[src/rtl/pn_buf_ctrl.sv]
// pn_buf_ctrl: ownership controller for an N-slot packet buffer pool.
// Slots rotate snooper -> CPU -> forwarder -> free; per-slot lengths and accept/reject stats are kept.
module pn_buf_ctrl #(
   parameter int N_SLOTS    = 4,
   parameter int SLOT_W     = $clog2(N_SLOTS),
   parameter int INC_WIDTH  = 8,
   parameter int PLEN_WIDTH = 32,
   parameter int CNT_WIDTH  = 16
) (
   input  logic                  clk,
   input  logic                  rst,
   input  logic                  sn_wr_en,
   input  logic [INC_WIDTH-1:0]  sn_byte_inc,
   input  logic                  sn_done,
   output logic                  rdy_for_sn,
   input  logic                  rdy_for_sn_ack,
   output logic [SLOT_W-1:0]     sn_sel,
   input  logic                  cpu_acc,
   input  logic                  cpu_rej,
   output logic                  rdy_for_cpu,
   input  logic                  rdy_for_cpu_ack,
   output logic [SLOT_W-1:0]     cpu_sel,
   output logic [PLEN_WIDTH-1:0] cpu_byte_len,
   input  logic                  fwd_done,
   output logic                  rdy_for_fwd,
   input  logic                  rdy_for_fwd_ack,
   output logic [SLOT_W-1:0]     fwd_sel,
   output logic [PLEN_WIDTH-1:0] fwd_byte_len,
   output logic [CNT_WIDTH-1:0]  acc_cnt,
   output logic [CNT_WIDTH-1:0]  rej_cnt,
   output logic [SLOT_W:0]       occupancy
);
   typedef enum logic [2:0] {
      ST_FREE, ST_SN, ST_FILLED, ST_CPU, ST_ACC, ST_FWD
   } slot_state_t;

   slot_state_t           state_reg  [N_SLOTS];
   slot_state_t           state_next [N_SLOTS];
   logic [PLEN_WIDTH-1:0] len_reg    [N_SLOTS];
   logic [SLOT_W-1:0]     cq_mem     [N_SLOTS];
   logic [SLOT_W-1:0]     fq_mem     [N_SLOTS];
   logic [SLOT_W-1:0]     cq_rd, cq_wr, fq_rd, fq_wr;
   logic [SLOT_W:0]       cq_cnt, fq_cnt, cq_cnt_next, fq_cnt_next, occ_next;
   logic                  sn_busy, cpu_busy, fwd_busy;
   logic [N_SLOTS-1:0]    slot_free;
   logic                  free_any, free_any_next;
   logic [SLOT_W-1:0]     free_idx;
   logic                  sn_claim, sn_rel, cpu_claim, cpu_accept, cpu_reject, fwd_claim, fwd_rel;

   function automatic logic [SLOT_W-1:0] ptr_inc(input logic [SLOT_W-1:0] p);
      return (p == SLOT_W'(N_SLOTS - 1)) ? '0 : p + SLOT_W'(1);
   endfunction

   for (genvar gi = 0; gi < N_SLOTS; gi++) begin : g_free
      assign slot_free[gi] = (state_reg[gi] == ST_FREE);
   end

   // Downward scan so the lowest free index wins.
   always_comb begin
      free_any = 1'b0;
      free_idx = '0;
      for (int i = N_SLOTS - 1; i >= 0; i--) begin
         if (slot_free[i]) begin
            free_any = 1'b1;
            free_idx = SLOT_W'(i);
         end
      end
   end

   // A registered rdy already implies the agent is idle.
   assign sn_claim   = rdy_for_sn  & rdy_for_sn_ack  & free_any;
   assign sn_rel     = sn_busy  & sn_done;
   assign cpu_claim  = rdy_for_cpu & rdy_for_cpu_ack & (cq_cnt != '0);
   assign cpu_accept = cpu_busy & cpu_acc;
   assign cpu_reject = cpu_busy & cpu_rej & ~cpu_acc;
   assign fwd_claim  = rdy_for_fwd & rdy_for_fwd_ack & (fq_cnt != '0);
   assign fwd_rel    = fwd_busy & fwd_done;

   assign cq_cnt_next = cq_cnt + (SLOT_W+1)'(sn_rel) - (SLOT_W+1)'(cpu_claim);
   assign fq_cnt_next = fq_cnt + (SLOT_W+1)'(cpu_accept) - (SLOT_W+1)'(fwd_claim);

   assign cpu_byte_len = cpu_busy ? len_reg[cpu_sel] : '0;
   assign fwd_byte_len = fwd_busy ? len_reg[fwd_sel] : '0;

   // Releases are applied after claims so they take precedence on the same slot.
   always_comb begin
      for (int i = 0; i < N_SLOTS; i++) state_next[i] = state_reg[i];
      if (sn_claim)   state_next[free_idx]     = ST_SN;
      if (cpu_claim)  state_next[cq_mem[cq_rd]] = ST_CPU;
      if (fwd_claim)  state_next[fq_mem[fq_rd]] = ST_FWD;
      if (sn_rel)     state_next[sn_sel]  = ST_FILLED;
      if (cpu_accept) state_next[cpu_sel] = ST_ACC;
      if (cpu_reject) state_next[cpu_sel] = ST_FREE;
      if (fwd_rel)    state_next[fwd_sel] = ST_FREE;
      free_any_next = 1'b0;
      occ_next      = '0;
      for (int i = 0; i < N_SLOTS; i++) begin
         if (state_next[i] == ST_FREE) free_any_next = 1'b1;
         else                          occ_next = occ_next + (SLOT_W+1)'(1);
      end
   end

   always_ff @(posedge clk or negedge rst) begin
      if (!rst) begin
         for (int i = 0; i < N_SLOTS; i++) begin
            state_reg[i] <= ST_FREE;
            len_reg[i]   <= '0;
            cq_mem[i]    <= '0;
            fq_mem[i]    <= '0;
         end
         cq_rd       <= '0;
         cq_wr       <= '0;
         fq_rd       <= '0;
         fq_wr       <= '0;
         cq_cnt      <= '0;
         fq_cnt      <= '0;
         sn_busy     <= 1'b0;
         cpu_busy    <= 1'b0;
         fwd_busy    <= 1'b0;
         sn_sel      <= '0;
         cpu_sel     <= '0;
         fwd_sel     <= '0;
         rdy_for_sn  <= 1'b0;
         rdy_for_cpu <= 1'b0;
         rdy_for_fwd <= 1'b0;
         acc_cnt     <= '0;
         rej_cnt     <= '0;
         occupancy   <= '0;
      end else begin
         for (int i = 0; i < N_SLOTS; i++) state_reg[i] <= state_next[i];

         if (sn_claim) begin
            sn_busy           <= 1'b1;
            sn_sel            <= free_idx;
            len_reg[free_idx] <= '0;
         end else if (sn_busy && sn_wr_en) begin
            len_reg[sn_sel] <= len_reg[sn_sel] + PLEN_WIDTH'(sn_byte_inc);
         end
         if (sn_rel) begin
            sn_busy       <= 1'b0;
            cq_mem[cq_wr] <= sn_sel;
            cq_wr         <= ptr_inc(cq_wr);
         end

         if (cpu_claim) begin
            cpu_busy <= 1'b1;
            cpu_sel  <= cq_mem[cq_rd];
            cq_rd    <= ptr_inc(cq_rd);
         end
         if (cpu_accept || cpu_reject) cpu_busy <= 1'b0;
         if (cpu_accept) begin
            fq_mem[fq_wr] <= cpu_sel;
            fq_wr         <= ptr_inc(fq_wr);
            if (acc_cnt != '1) acc_cnt <= acc_cnt + CNT_WIDTH'(1);
         end
         if (cpu_reject && rej_cnt != '1) rej_cnt <= rej_cnt + CNT_WIDTH'(1);

         if (fwd_claim) begin
            fwd_busy <= 1'b1;
            fwd_sel  <= fq_mem[fq_rd];
            fq_rd    <= ptr_inc(fq_rd);
         end
         if (fwd_rel) fwd_busy <= 1'b0;

         cq_cnt    <= cq_cnt_next;
         fq_cnt    <= fq_cnt_next;
         occupancy <= occ_next;

         // Agent must have been idle this cycle, so a finishing agent waits one extra edge.
         rdy_for_sn  <= ~sn_busy  & ~sn_claim  & free_any_next;
         rdy_for_cpu <= ~cpu_busy & ~cpu_claim & (cq_cnt_next != '0);
         rdy_for_fwd <= ~fwd_busy & ~fwd_claim & (fq_cnt_next != '0);
      end
   end
endmodule

[config.mk]
export PLATFORM = sky130hd
export DESIGN_NAME = pn_buf_ctrl
export DESIGN_NICKNAME = d
export VERILOG_FILES = /design/src/rtl/pn_buf_ctrl.sv
export SDC_FILE = /design/constraint.sdc
export NUM_CORES = 1
export LEC_CHECK = 0
export ABC_AREA = 1
export BUFFER_PORTS_ARGS = -buffer_cell sky130_fd_sc_hd__buf_2
export CAP_MARGIN = 0
export CORE_ASPECT_RATIO = 0.5
export CORE_MARGIN = 5
export CORE_UTILIZATION = 40
export DETAILED_ROUTE_END_ITERATION = 16
export GPL_TIMING_DRIVEN = 0
export MAX_ROUTING_LAYER = met4
export PLACE_DENSITY_LB_ADDON = 0.05
export SLEW_MARGIN = 20
export SYNTH_ARGS = -nofsm -noshare
export SYNTH_HDL_FRONTEND = slang
export SYNTH_SLANG_ARGS = --single-unit
export TNS_END_PERCENT = 10
[constraint.sdc]
create_clock -name clk -period 2.8 [get_ports clk]
set_input_delay 0.56 -clock clk [delete_from_list [all_inputs] [get_ports clk]]
set_output_delay 0.56 -clock clk [all_outputs]
set_load 0.1 [all_outputs]
==> results.txt <==
Outcome - complete, but fails checks
Failing checks - setup timing
Critical-path cell list - buf_6, nor2_4, buf_8, buf_12, a22oi_2, o221ai_2, ha_2, buf_4, inv_1, o21ai_2, nand2_1, nand2_2, nand2_2, nand2_2, nand2_4, inv_1, nand4_1, nand3_1, nand2_1
Via count - 13300
Min-Delay Path Class - in2reg
Final HPWL DP - 34300 um
DIE AREA - 36100 um2
#FFs+latches synth - 217
All-Layer GR Usage - 27.2%
Initial core utilization - 40.6%
Bufs and invs on worst path - 6
Placed cell areas - 14600 um2
Post-synth top flop - dfrtp_1
Area of the core - 31700 um2
Io pins - 126
Yosys cell types - 44
CTS buffer count - 23
Std-Cell Rows - 46
Gr ovfl total - 0
Detailed Routing Iterations Pass 1 - 5
Commonest non-fill, non-tap cell in the layout - nand2_1
Most frequent cells in the layout - nand2_1 (429), inv_1 (213), dfrtp_1 (209), o22ai_1 (104)
Family with the most delay on the worst path - simple AND/OR/NAND/NOR gates
WP data arrival - 3360 ps
Drt total wl - 49000 um
Synthesized area - 12900 um2
Layout Skew - 11.6 ps
Max VDD drop - 0.000707 V
CTS tree - yes
Hold_sp - cpu_rej
Endpoints failing hold - 0
Vias in the first global route - 12900
CP max stage delay - 510 ps
Largest net degree at the start of global routing - 89
Critical path class - reg2reg
R2r startpoint - sn_sel[0]$_DFFE_PN0N_
Syn_nets - 1772
Max-cap viol count - 0
Final nets - 1968
Fin Hold WS - 362 ps
Syn Area/Cell - 7.48 um2
Clock root buffer master - clkbuf_16
Setup TNS Final - -8780 ps
Final setup fails - 138
Clk_lat worst skew - 540 ps
Post-synthesis async set-or-reset flop share - 100%
Power Density - 1230 nW/um2
Antenna violations before repair - 0
Height of the die - 137 um
Post-synthesis sequential area ratio - 42.1%
Clock sinks - 217
Antenna Nets Post-Route - 0
Dpl ws - -1140 ps
R2r setup slk - -140 ps
Share of the synthesized area in the top cell type - 42.1%
Startpoint Class - register
Clk slew on worst S/H paths - 70 ps
Final Cell Area - 17300 um2
Pleak - 8.11 nW
Slew Viols, Final - 0
Final Wtd Congestion - 0.975
Reg2Reg Depth - 19
EDFF count, synth - 0
Least-Margin Pin Slew - 812 ps
H-tree lvl count - 1
Post-synth top area cell - dfrtp_1
Proportion of layout cells with a drive suffix above 1 - 28.6%
DRC - 0
Avg WL per Cell - 20.7 um
RSZ-0062 raised after global routing - yes
Top cells by area, synth - dfrtp_1 (42%), nand2_1 (14%), inv_1 (6.4%), o22ai_1 (5.2%), nor2_1 (4.9%)
PortBufs - 125
Fin cells - 2366
Hold Crit Depth - 4
Maximum clock rate - 340 MHz
DR iter-0 viols - 1152
Routed vias/inst - 5.63
Crit end category - register
Worst relative slew slack - 45.9%
Area overhead of the layout relative to synthesis - 34.5%
Die X - 264 um
Final min period - 2940 ps
Worst Hold End - cpu_busy$_DFFE_PN0P_
Fin crit share - 105%
Largest fanout on the critical path - 8
Required @ worst endpoint - 3220 ps
Clock buffer depth - 3
DP Cell Count - 2282
FF-to-FF End - len_reg[25]$_DFFE_PN0P_
Worst setup margin - -144 ps
Crit path top cell by count - nand2_2
Ys Warns - 0
Crit-path slowest cell - dfrtp_4
N_diodes - 0
Global-route wire length before repair - 75100 um
Max reg flops - 128
Post-Synthesis Cells - 1723
-- cell families after synthesis --
kind of cell | Yosys count | synth area share, %
AND/OR/NAND/NOR | 821 | 26.7
AO/OA/AOI/OAI | 313 | 16.0
buffers and inverters | 297 | 9.00
flip-flops | 217 | 42.1
XOR/XNOR | 44 | 2.99
adder cells (fa/ha/maj) | 31 | 3.18
-- report_power, final --
group | internal (mW) | leakage [nW] | switching (mW) | total [mW]
combinational | 3.72 | 4.92 | 9.47 | 13.2
clock | 1.89 | 0.373 | 1.39 | 3.28
sequential | 4.08 | 2.82 | 0.831 | 4.91
total | 9.69 | 8.11 | 11.7 | 21.4
-- synth_stat cells, types with 5 or more instances --
library cell    n
nor2_4          5
nor2_1        167
inv_1         220
o221ai_1        9
a221oi_1       64
a21oi_1        19
o21ai_1        19
dfrtp_1       217
clkbuf_1       38
nand2_2         8
clkinv_1        5
ha_1           28
xor2_1         34
o22ai_1       108
nand4_1        20
nor2_2          9
nand2_1       466
nor4_1          7
nor3_1         16
nand3b_1        5
a22oi_1        18
inv_2          12
o21ai_0        66
nand3_1       112
xnor2_1        10
buf_2          12
-- through the flow --
stage / power (mW) / utilization [%]
after floorplan: 12.7 / -
after global placement: 15.7 / 45.8
after detailed placement: 15.9 / 46.1
after CTS: 20.9 / 53.3
after global routing: 22.5 / 54.7
final: 21.4 / 54.7
-- layout make-up --
type,instances,area (um2)
flip-flops and latches,217,5450
repair buffers,174,1400
well taps,432,541
fillers,2939,14400
clock buffers,29,638
inverters,237,911
plain buffers,57,499
clock inverters,11,140
multi-input cells,1209,7760
-- metal layers --
layer  track usage [%]  routed length (um)  up-vias
met1              38.6               22000     6458
met5                 -                   0        -
met2              41.1               21600      564
met3              4.62                4100      116
li1                  -                   -     6181
met4              6.43                1270        0
-- how the worst max path moves through the flow --
| stage | slack (ps) | cells after the start | end | startpoint |
|---|---|---|---|---|
| after floorplan | -230 | 17 | len_reg[43]$_DFFE_PN0P_ | sn_sel[0]$_DFFE_PN0N_ |
| after global placement | -3610 | 1 | sn_sel[1]$_DFFE_PN0N_ | rst |
| after detailed placement | -1140 | 16 | len_reg[90]$_DFFE_PN0P_ | sn_sel[0]$_DFFE_PN0N_ |
| after CTS | -170 | 20 | len_reg[31]$_DFFE_PN0P_ | sn_sel[0]$_DFFE_PN0N_ |
| after global routing | -280 | 19 | len_reg[31]$_DFFE_PN0P_ | sn_sel[0]$_DFFE_PN0N_ |
| final | -140 | 19 | len_reg[25]$_DFFE_PN0P_ | sn_sel[0]$_DFFE_PN0N_ |
-- timing repair --
item / in CTS / in global routing
buffers inserted: 34 / 12
endpoints found under the setup margin: 187 / 182
gates resized for setup: 330 / 102
pin swaps: 41 / 37
cloned: 0 / 0
hold buffers: 1 / 0
endpoints found under the hold margin: 56 / 0
-- worst register-to-register path, stage by stage (launching register included) --
cell,delay (ps)
dfrtp_4,510
buf_6,150
nor2_4,120
buf_8,140
buf_12,140
a22oi_2,90
o221ai_2,70
ha_2,230
buf_4,110
inv_1,40
o21ai_2,190
nand2_1,90
nand2_2,90
nand2_2,50
nand2_2,70
nand2_4,90
inv_1,170
nand4_1,260
nand3_1,180
nand2_1,60
No activity file was read; power rests on OpenSTA's default activity.
